--- src/rtl/alu_pkg.sv ---
// Shared ALU issue definitions: ALU control codes,
// opcode/funct values and skid buffer state encoding.
package alu_pkg;

  localparam logic [3:0] ALU_AND  = 4'd0;
  localparam logic [3:0] ALU_OR   = 4'd1;
  localparam logic [3:0] ALU_ADD  = 4'd2;
  localparam logic [3:0] ALU_SLL  = 4'd3;
  localparam logic [3:0] ALU_SRL  = 4'd4;
  localparam logic [3:0] ALU_SUB  = 4'd5;
  localparam logic [3:0] ALU_SLTU = 4'd6;
  localparam logic [3:0] ALU_NOR  = 4'd7;
  localparam logic [3:0] ALU_NE   = 4'd8;
  localparam logic [3:0] ALU_GT   = 4'd9;
  localparam logic [3:0] ALU_GE   = 4'd10;
  localparam logic [3:0] ALU_LT   = 4'd11;
  localparam logic [3:0] ALU_LE   = 4'd12;

  localparam logic [5:0] OP_RTYPE = 6'h00;
  localparam logic [5:0] OP_BEQ   = 6'h04;
  localparam logic [5:0] OP_BNE   = 6'h05;
  localparam logic [5:0] OP_BLE   = 6'h06;
  localparam logic [5:0] OP_BGT   = 6'h07;
  localparam logic [5:0] OP_ADDI  = 6'h08;
  localparam logic [5:0] OP_ADDIU = 6'h09;
  localparam logic [5:0] OP_SLTIU = 6'h0B;
  localparam logic [5:0] OP_ANDI  = 6'h0C;
  localparam logic [5:0] OP_ORI   = 6'h0D;
  localparam logic [5:0] OP_BGE   = 6'h14;
  localparam logic [5:0] OP_BLT   = 6'h15;
  localparam logic [5:0] OP_LW    = 6'h23;
  localparam logic [5:0] OP_SW    = 6'h2B;

  localparam logic [5:0] FN_SLL  = 6'h00;
  localparam logic [5:0] FN_SRL  = 6'h02;
  localparam logic [5:0] FN_ADD  = 6'h20;
  localparam logic [5:0] FN_ADDU = 6'h21;
  localparam logic [5:0] FN_SUB  = 6'h22;
  localparam logic [5:0] FN_SUBU = 6'h23;
  localparam logic [5:0] FN_AND  = 6'h24;
  localparam logic [5:0] FN_OR   = 6'h25;
  localparam logic [5:0] FN_NOR  = 6'h27;
  localparam logic [5:0] FN_SLT  = 6'h2A;
  localparam logic [5:0] FN_SLTU = 6'h2B;

  localparam logic [1:0] ST_EMPTY = 2'd0;
  localparam logic [1:0] ST_BUSY  = 2'd1;
  localparam logic [1:0] ST_FULL  = 2'd2;

endpackage

--- src/rtl/alu_op_encoder.sv ---
// Combinational ALU control/operand encoder.
// In: opcode/funct/shamt/imm/rs/rt. Out: code, a, b, is_branch, illegal.
module alu_op_encoder
  import alu_pkg::*;
#(
  parameter int XLEN = 32
) (
  input  logic [5:0]      opcode,
  input  logic [5:0]      funct,
  input  logic [4:0]      shamt,
  input  logic [15:0]     imm,
  input  logic [XLEN-1:0] rs_data,
  input  logic [XLEN-1:0] rt_data,
  output logic [3:0]      code,
  output logic [XLEN-1:0] a,
  output logic [XLEN-1:0] b,
  output logic            is_branch,
  output logic            illegal
);

  logic [XLEN-1:0] imm_sext;
  logic [XLEN-1:0] imm_zext;
  logic [XLEN-1:0] sh_zext;

  assign imm_sext = {{(XLEN-16){imm[15]}}, imm};
  assign imm_zext = {{(XLEN-16){1'b0}}, imm};
  assign sh_zext  = {{(XLEN-5){1'b0}}, shamt};

  always_comb begin
    code      = ALU_ADD;
    a         = rs_data;
    b         = rt_data;
    is_branch = 1'b0;
    illegal   = 1'b0;
    case (opcode)
      OP_RTYPE: begin
        case (funct)
          FN_AND:           code = ALU_AND;
          FN_OR:            code = ALU_OR;
          FN_ADD, FN_ADDU:  code = ALU_ADD;
          FN_SUB, FN_SUBU:  code = ALU_SUB;
          // SLT runs unsigned: known limitation
          FN_SLT, FN_SLTU:  code = ALU_SLTU;
          FN_NOR:           code = ALU_NOR;
          FN_SLL: begin
            code = ALU_SLL;
            a    = rt_data;
            b    = sh_zext;
          end
          FN_SRL: begin
            code = ALU_SRL;
            a    = rt_data;
            b    = sh_zext;
          end
          default:          illegal = 1'b1;
        endcase
      end
      OP_ADDI, OP_ADDIU,
      OP_LW, OP_SW: begin
        code = ALU_ADD;
        b    = imm_sext;
      end
      OP_SLTIU: begin
        code = ALU_SLTU;
        b    = imm_sext;
      end
      OP_ANDI: begin
        code = ALU_AND;
        b    = imm_zext;
      end
      OP_ORI: begin
        code = ALU_OR;
        b    = imm_zext;
      end
      OP_BEQ: begin
        code      = ALU_SUB;
        is_branch = 1'b1;
      end
      OP_BNE: begin
        code      = ALU_NE;
        is_branch = 1'b1;
      end
      OP_BGT: begin
        code      = ALU_GT;
        is_branch = 1'b1;
      end
      OP_BGE: begin
        code      = ALU_GE;
        is_branch = 1'b1;
      end
      OP_BLT: begin
        code      = ALU_LT;
        is_branch = 1'b1;
      end
      OP_BLE: begin
        code      = ALU_LE;
        is_branch = 1'b1;
      end
      default: illegal = 1'b1;
    endcase
  end

endmodule

--- src/rtl/alu_issue_stage.sv ---
// ID/EX issue stage: encodes ALU ops, 2-entry skid toward EX.
// In: clk/rst/flush, ID handshake + fields. Out: EX handshake, a/b/op/flags.
module alu_issue_stage
  import alu_pkg::*;
#(
  parameter int XLEN = 32
) (
  input  logic            clk,
  input  logic            rst,
  input  logic            flush,
  input  logic            in_valid,
  output logic            in_ready,
  input  logic [5:0]      opcode,
  input  logic [5:0]      funct,
  input  logic [4:0]      shamt,
  input  logic [15:0]     imm,
  input  logic [XLEN-1:0] rs_data,
  input  logic [XLEN-1:0] rt_data,
  output logic            out_valid,
  input  logic            out_ready,
  output logic [XLEN-1:0] a,
  output logic [XLEN-1:0] b,
  output logic [3:0]      alu_ctrl_op,
  output logic            is_branch,
  output logic            illegal
);

  logic [3:0]      enc_op;
  logic [XLEN-1:0] enc_a;
  logic [XLEN-1:0] enc_b;
  logic            enc_br;
  logic            enc_ill;

  alu_op_encoder #(.XLEN(XLEN)) u_enc (
    .opcode    (opcode),
    .funct     (funct),
    .shamt     (shamt),
    .imm       (imm),
    .rs_data   (rs_data),
    .rt_data   (rt_data),
    .code      (enc_op),
    .a         (enc_a),
    .b         (enc_b),
    .is_branch (enc_br),
    .illegal   (enc_ill)
  );

  logic [1:0]      state;
  logic [XLEN-1:0] skid_a;
  logic [XLEN-1:0] skid_b;
  logic [3:0]      skid_op;
  logic            skid_br;
  logic            skid_ill;
  logic            accept;

  assign accept    = in_valid & in_ready;
  assign out_valid = (state != ST_EMPTY);

  always_ff @(posedge clk) begin
    if (rst) begin
      state       <= ST_EMPTY;
      in_ready    <= 1'b1;
      a           <= '0;
      b           <= '0;
      alu_ctrl_op <= '0;
      is_branch   <= 1'b0;
      illegal     <= 1'b0;
      skid_a      <= '0;
      skid_b      <= '0;
      skid_op     <= '0;
      skid_br     <= 1'b0;
      skid_ill    <= 1'b0;
    end else if (flush) begin
      // Main/skid payloads keep old values; only validity drops
      state    <= ST_EMPTY;
      in_ready <= 1'b1;
    end else begin
      case (state)
        ST_EMPTY: begin
          if (accept) begin
            a           <= enc_a;
            b           <= enc_b;
            alu_ctrl_op <= enc_op;
            is_branch   <= enc_br;
            illegal     <= enc_ill;
            state       <= ST_BUSY;
          end
        end
        ST_BUSY: begin
          if (accept && out_ready) begin
            a           <= enc_a;
            b           <= enc_b;
            alu_ctrl_op <= enc_op;
            is_branch   <= enc_br;
            illegal     <= enc_ill;
          end else if (accept) begin
            skid_a   <= enc_a;
            skid_b   <= enc_b;
            skid_op  <= enc_op;
            skid_br  <= enc_br;
            skid_ill <= enc_ill;
            state    <= ST_FULL;
            in_ready <= 1'b0;
          end else if (out_ready) begin
            state <= ST_EMPTY;
          end
        end
        ST_FULL: begin
          if (out_ready) begin
            a           <= skid_a;
            b           <= skid_b;
            alu_ctrl_op <= skid_op;
            is_branch   <= skid_br;
            illegal     <= skid_ill;
            state       <= ST_BUSY;
            in_ready    <= 1'b1;
          end
        end
        default: begin
          state    <= ST_EMPTY;
          in_ready <= 1'b1;
        end
      endcase
    end
  end

endmodule

--- config.mk ---
export PLATFORM = sky130hd
export DESIGN_NAME = alu_issue_stage
export DESIGN_NICKNAME = d
export VERILOG_FILES = /design/src/rtl/alu_pkg.sv /design/src/rtl/alu_op_encoder.sv /design/src/rtl/alu_issue_stage.sv
export SDC_FILE = /design/constraint.sdc
export NUM_CORES = 1
export LEC_CHECK = 0
export ABC_AREA = 1
export CAP_MARGIN = 10
export CORE_UTILIZATION = 40
export DETAILED_ROUTE_END_ITERATION = 12
export PLACE_DENSITY = 0.8
export SYNTH_ARGS = -nofsm -noshare
export SYNTH_HDL_FRONTEND = slang
export SYNTH_SLANG_ARGS = --single-unit
--- constraint.sdc ---
create_clock -name clk -period 1.6 [get_ports clk]
set_input_delay 0.32 -clock clk [delete_from_list [all_inputs] [get_ports clk]]
set_output_delay 0.32 -clock clk [all_outputs]
set_load 0.01 [all_outputs]
---- Word-level counts from Yosys, hierarchy flattened ----
Index checks and enable logic that the tools add are counted.
word-level totals
  bits in registers ....................... 143
  input bits .............................. 102
  output and inout port bits .............. 72
  word-level logic and storage cells ...... 105
cells by class
  equality and inequality tests ........... 31
  muxes and demuxes ....................... 39
  bitwise operators ....................... 4
  reduce and logical (&&, ||, !) cells .... 19
operator list
  operator                                              count
  two-way mux 32 bit                                    9
  one-hot mux 32 bit (3 select lines)                   3
  equality test 6 bit (second input constant)           11
  one-hot mux 4 bit (10 select lines)                   1
  equality test 6 x 4 -> 1 bit (second input constant)  5
  equality test 6 x 3 -> 1 bit (second input constant)  4
  one-hot mux 3 bit (7 select lines)                    1
  OR reduction 13 bit                                   1
  equality test 6 x 5 -> 1 bit (second input constant)  2
  zero test 6 bit                                       2
  two-way mux 4 bit                                     3
  one-hot mux 4 bit (3 select lines)                    1
  AND reduction 4 bit                                   3
  two-way mux 1 bit                                     11
  OR reduction 11 bit                                   1
  two-way mux 2 bit                                     5
  inequality test 2 bit (second input constant)         5
  OR reduction 2 bit                                    5
  one-hot mux 1 bit (3 select lines)                    3
  equality test 6 x 2 -> 1 bit (second input constant)  1
  one-hot mux 2 bit (3 select lines)                    1
  OR reduction 6 bit                                    1
  AND reduction 5 bit                                   1
  OR reduction 5 bit                                    1
  other kinds (10)                                      12

---- Longest topological paths before layout ----
  word-level depth ........................ 6
  gate-level depth with buffers ........... 12
  depth with buffers taken out ............ 11

---- By module ----
A second synthesis with hierarchy kept.
second synthesis, totals
  cell total of the unflattened synthesis .. 1281
  area total of the unflattened synthesis .. 7827.5 µm²
by module, submodules not included
  module           instances  cells each  area an instance (µm²)  sequential area each (µm²)
  alu_issue_stage  1          1028        6615.1                  2862.7
  alu_op_encoder   1          253         1212.4                  0.0

---- Worst setup path after synthesis ----
No wires, ideal clock.
  kind .................................... register to register
  start ................................... reg state[0]
  end ..................................... reg skid_a[10]
  setup time .............................. 0.115 ns
  arrival ................................. 1.396 ns
  required time ........................... 1.485 ns
  setup slack ............................. 0.089 ns
  stages on the path, launching flop included .. 11
  buffers on the path ..................... 3
  clock period less this slack ............ 1.511 ns
  cells stage by stage .................... dfxtp_1 buf_4 inv_2 nor3_2 inv_2 nor3_4 buf_4 buf_4 nand3_1 o211ai_1 inv_2
between the ends
  cells in the longest elaborated chain, start to end .. 2
ends and longest elaborated chain
  element                               RTL line               source
  start: declaration                    alu_issue_stage.sv:48  logic [1:0] state;
  start signal: assignment              alu_issue_stage.sv:61  state <= ST_EMPTY;
  start signal: assignment              alu_issue_stage.sv:75  state <= ST_EMPTY;
  start signal: assignment              alu_issue_stage.sv:86  state <= ST_BUSY;
  equality test 2 x 1 -> 1 bit          alu_issue_stage.sv:78  case (state)
  AND reduction 4 bit (no source line)  n/a
  end signal: assignment                alu_issue_stage.sv:97  skid_a <= enc_a;
  end: declaration                      alu_issue_stage.sv:49  logic [XLEN-1:0] skid_a;
No other way between the ends.
A chain may end at the register's enable or synchronous reset.

---- Worst setup path in the final report ----
  start ................................... reg state[0]
  end ..................................... reg skid_a[7]
The elaborated chain is that of the path after synthesis.

==> run metrics <==
outcome finished, violations left; violated checks setup timing; num rows 48; CP Launch Type register; CTS sink count 143; port bufs 173; R2R Path Start state[0]$_SDFFE_PP0P_; pin count of the biggest net entering global routing 54; Core ar. 17200 µm²; busiest grt layer met2; H-tree depth 4; clock latency on the worst-skew pair 0.42 ns; total track usage 27.6%; r2r endpoint skid_a[7]$_SDFFE_PP0P_; met2 usage 46.1%; CP Cell Sequence inv_4, nor3_4, inv_2, nor3_4, buf_4, clkbuf_16, buf_4, buf_4, nand3_1, o211ai_1, inv_1; top-count cell post-synth nand2_1; CP max stage delay 0.37 ns; fmax 585 MHz; Top FF cell, synth dfxtp_1; WL final 26400 µm; commonest cells in the netlist 244 x nand2_1, 143 x dfxtp_1, 141 x a21oi_1; Avg Inst Size Synth 6.91 µm²; cell area after synthesis 7030 µm²; Synth cell types 30; final net count 1352; Hold Path Origin in_valid; final period utilization 107%; Worst Setup End Kind register; EDFF count, synth 0; clock skew 0.00764 ns; average routed wire per standard cell 17.7 µm; top cell type's share of synthesized area 40.7%; # DRC 0; CP startpoint state[0]$_SDFFE_PP0P_; total die area 18100 µm²; Max clock buf depth 2; Crit path top cell by count buf_4; DRT iter0 DRCs 695; Initial Util 40.8%; CP required 1.91 ns; hold path cells 6; ys async rst share 0%; largest cells by area after synthesis dfxtp_1 41%, nand2_1 13%, a21oi_1 10%; Die W 135 µm; first-pass GRT wire length 39200 µm; Post-Syn Nets 1119; Power Density 909 nW/µm²; met1 Usage GRT 34.5%; VDD IR max 0.769 mV; Initial DRT Pass Iterations 5; Worst-Margin Slew 0.573 ns; share of cells above drive strength 1 20.5%; #FFs+latches synth 143; vias in the first global route 7767; Syn Inst Count 1017; CTS Buf Count 17; initial antenna violation count 1; Top Ports 174; met3 track demand over resource 4.88%; Ys Warns 0; Top delay family on crit path buffers and inverters; Worst-path clk slew 0.06 ns; final hold viol count 0; RSZ-0062 raised after global routing yes; final std cells w/o fill 1489; critical path arrival 2.02 ns; Antenna Nets Post-Route 0; worst rel slew slack 61.8%; # placed instances 1418; DPL Wire Length 16700 µm; Critical Path Fanout Max 5; total gr overflow 0; Slew Viols, Final 0; CP bufs+invs 7; Max Cap Viol 0; WHS Endpoint state[1]$_SDFFE_PP0P_; Setup Crit Path Kind register to register; sequential share of the synthesized area 40.7%; min Tclk post-route 1.71 ns; leakage power 5.56 nW; chip height 135 µm; CTS root buffer clkbuf_16; Finished Cell Area 11100 µm²; CTS tree built; slowest stage cell, crit path dfxtp_4; worst hold slack 0.437 ns; synthesis-to-layout area growth 57.3%; area leader, netlist dfxtp_1; worst r2r path cells 11; Post-DP Area 9550 µm²; Vias 8257; final setup vio count 82; Final GP Congestion 0.913; setup ws final -0.109 ns; reg2reg setup slack -0.11 ns; DR vias/cell 5.55; worst hold path class input port to register
per-layer routing:
| metal | wire length [µm] | vias up |
|---|---|---|
| met5 | 0 | - |
| met4 | 1080 | 0 |
| met3 | 2280 | 78 |
| met2 | 12300 | 421 |
| met1 | 10800 | 3887 |
| li1 | - | 3871 |
flip-flops by register name (all words and copies together), names as in the netlist:
register / flops
skid_ill: 1
skid_a: 32
state: 2
is_branch: 1
skid_br: 1
skid_b: 32
illegal: 1
in_ready: 1
skid_op: 4
b: 32
alu_ctrl_op: 4
a: 32
timing repair:
item / in CTS / in global routing
endpoints found under the setup margin: 199 / 135
gates cloned: 1 / 7
setup buffers: 12 / 21
hold buffers: 0 / 0
resized for setup: 109 / 127
pin swaps: 12 / 24
layout make-up:
| type | count | area [µm²] |
|---|---|---|
| fill | 1433 | 6170 |
| multi-input combinational | 699 | 3820 |
| timing repair buffer | 288 | 3000 |
| sequential | 143 | 2870 |
| clock buffer | 21 | 480 |
| inverter | 101 | 393 |
| tap | 225 | 282 |
| clock inverter | 11 | 208 |
| antenna | 1 | 2.50 |
layout by cell type, fill, tap and decap left out, types with 5 or more instances in the layout:
master,synthesis,final
nand2_1,244,238
dfxtp_1,143,140
a21oi_1,141,95
o21ai_0,111,93
clkdlybuf4s50_1,0,88
inv_1,89,85
dlygate4sd2_1,0,81
nand3_1,82,69
buf_4,12,66
a21oi_2,0,43
o211ai_1,35,35
o21bai_1,36,33
clkbuf_16,0,24
buf_12,0,22
nor2_1,24,16
o21ai_1,0,15
nand3_2,2,14
buf_6,0,14
inv_2,12,11
nor2_2,0,6
bufinv_16,0,6
nor2_4,3,5
clkinv_2,0,5
buf_8,0,5
metrics by stage:
step           power [mW]  TNS [ns]  util [%]  worst slack [ns]
3_3_place_gp         5.40    -52.03      55.4            -0.430
5_1_grt              10.4    -11.46      64.2            -0.183
2_1_floorplan        4.52         0         -            0.0893
3_5_place_dp         5.42    -64.35      55.4            -0.549
4_1_cts              9.93  -0.00643      60.2          -0.00643
6_report             10.1     -4.93      64.2            -0.109
tightest hold or removal path: cells and delay by family:
family	cells	cell delay, ns
buf+inv	3	0.32
simple gates	2	0.13
compound gates	1	0.05
report_power, final:
group | internal (mW) | leakage [nW] | switching [mW]
clock network | 3.08 | 0.339 | 1.55
logic | 0.764 | 4.05 | 0.834
registers | 3.73 | 1.17 | 0.101
total | 7.57 | 5.56 | 2.48
worst max-delay path by stage:
stage / endpoint / cells after the start
floorplan: skid_a[10]$_SDFFE_PP0P_ / 10
global placement: a[16]$_SDFFE_PP0P_ / 11
detailed placement: b[4]$_SDFFE_PP0P_ / 11
CTS: skid_b[14]$_SDFFE_PP0P_ / 11
global route: skid_a[8]$_SDFFE_PP0P_ / 11
finish: skid_a[7]$_SDFFE_PP0P_ / 11
cells by family after synthesis:
family	share of synthesized area, %
buffers and inverters	10.5
flip-flops	40.7
AO/OA/AOI/OAI	26.7
AND/OR/NAND/NOR	22.1
No activity file was read; power rests on OpenSTA's default activity.
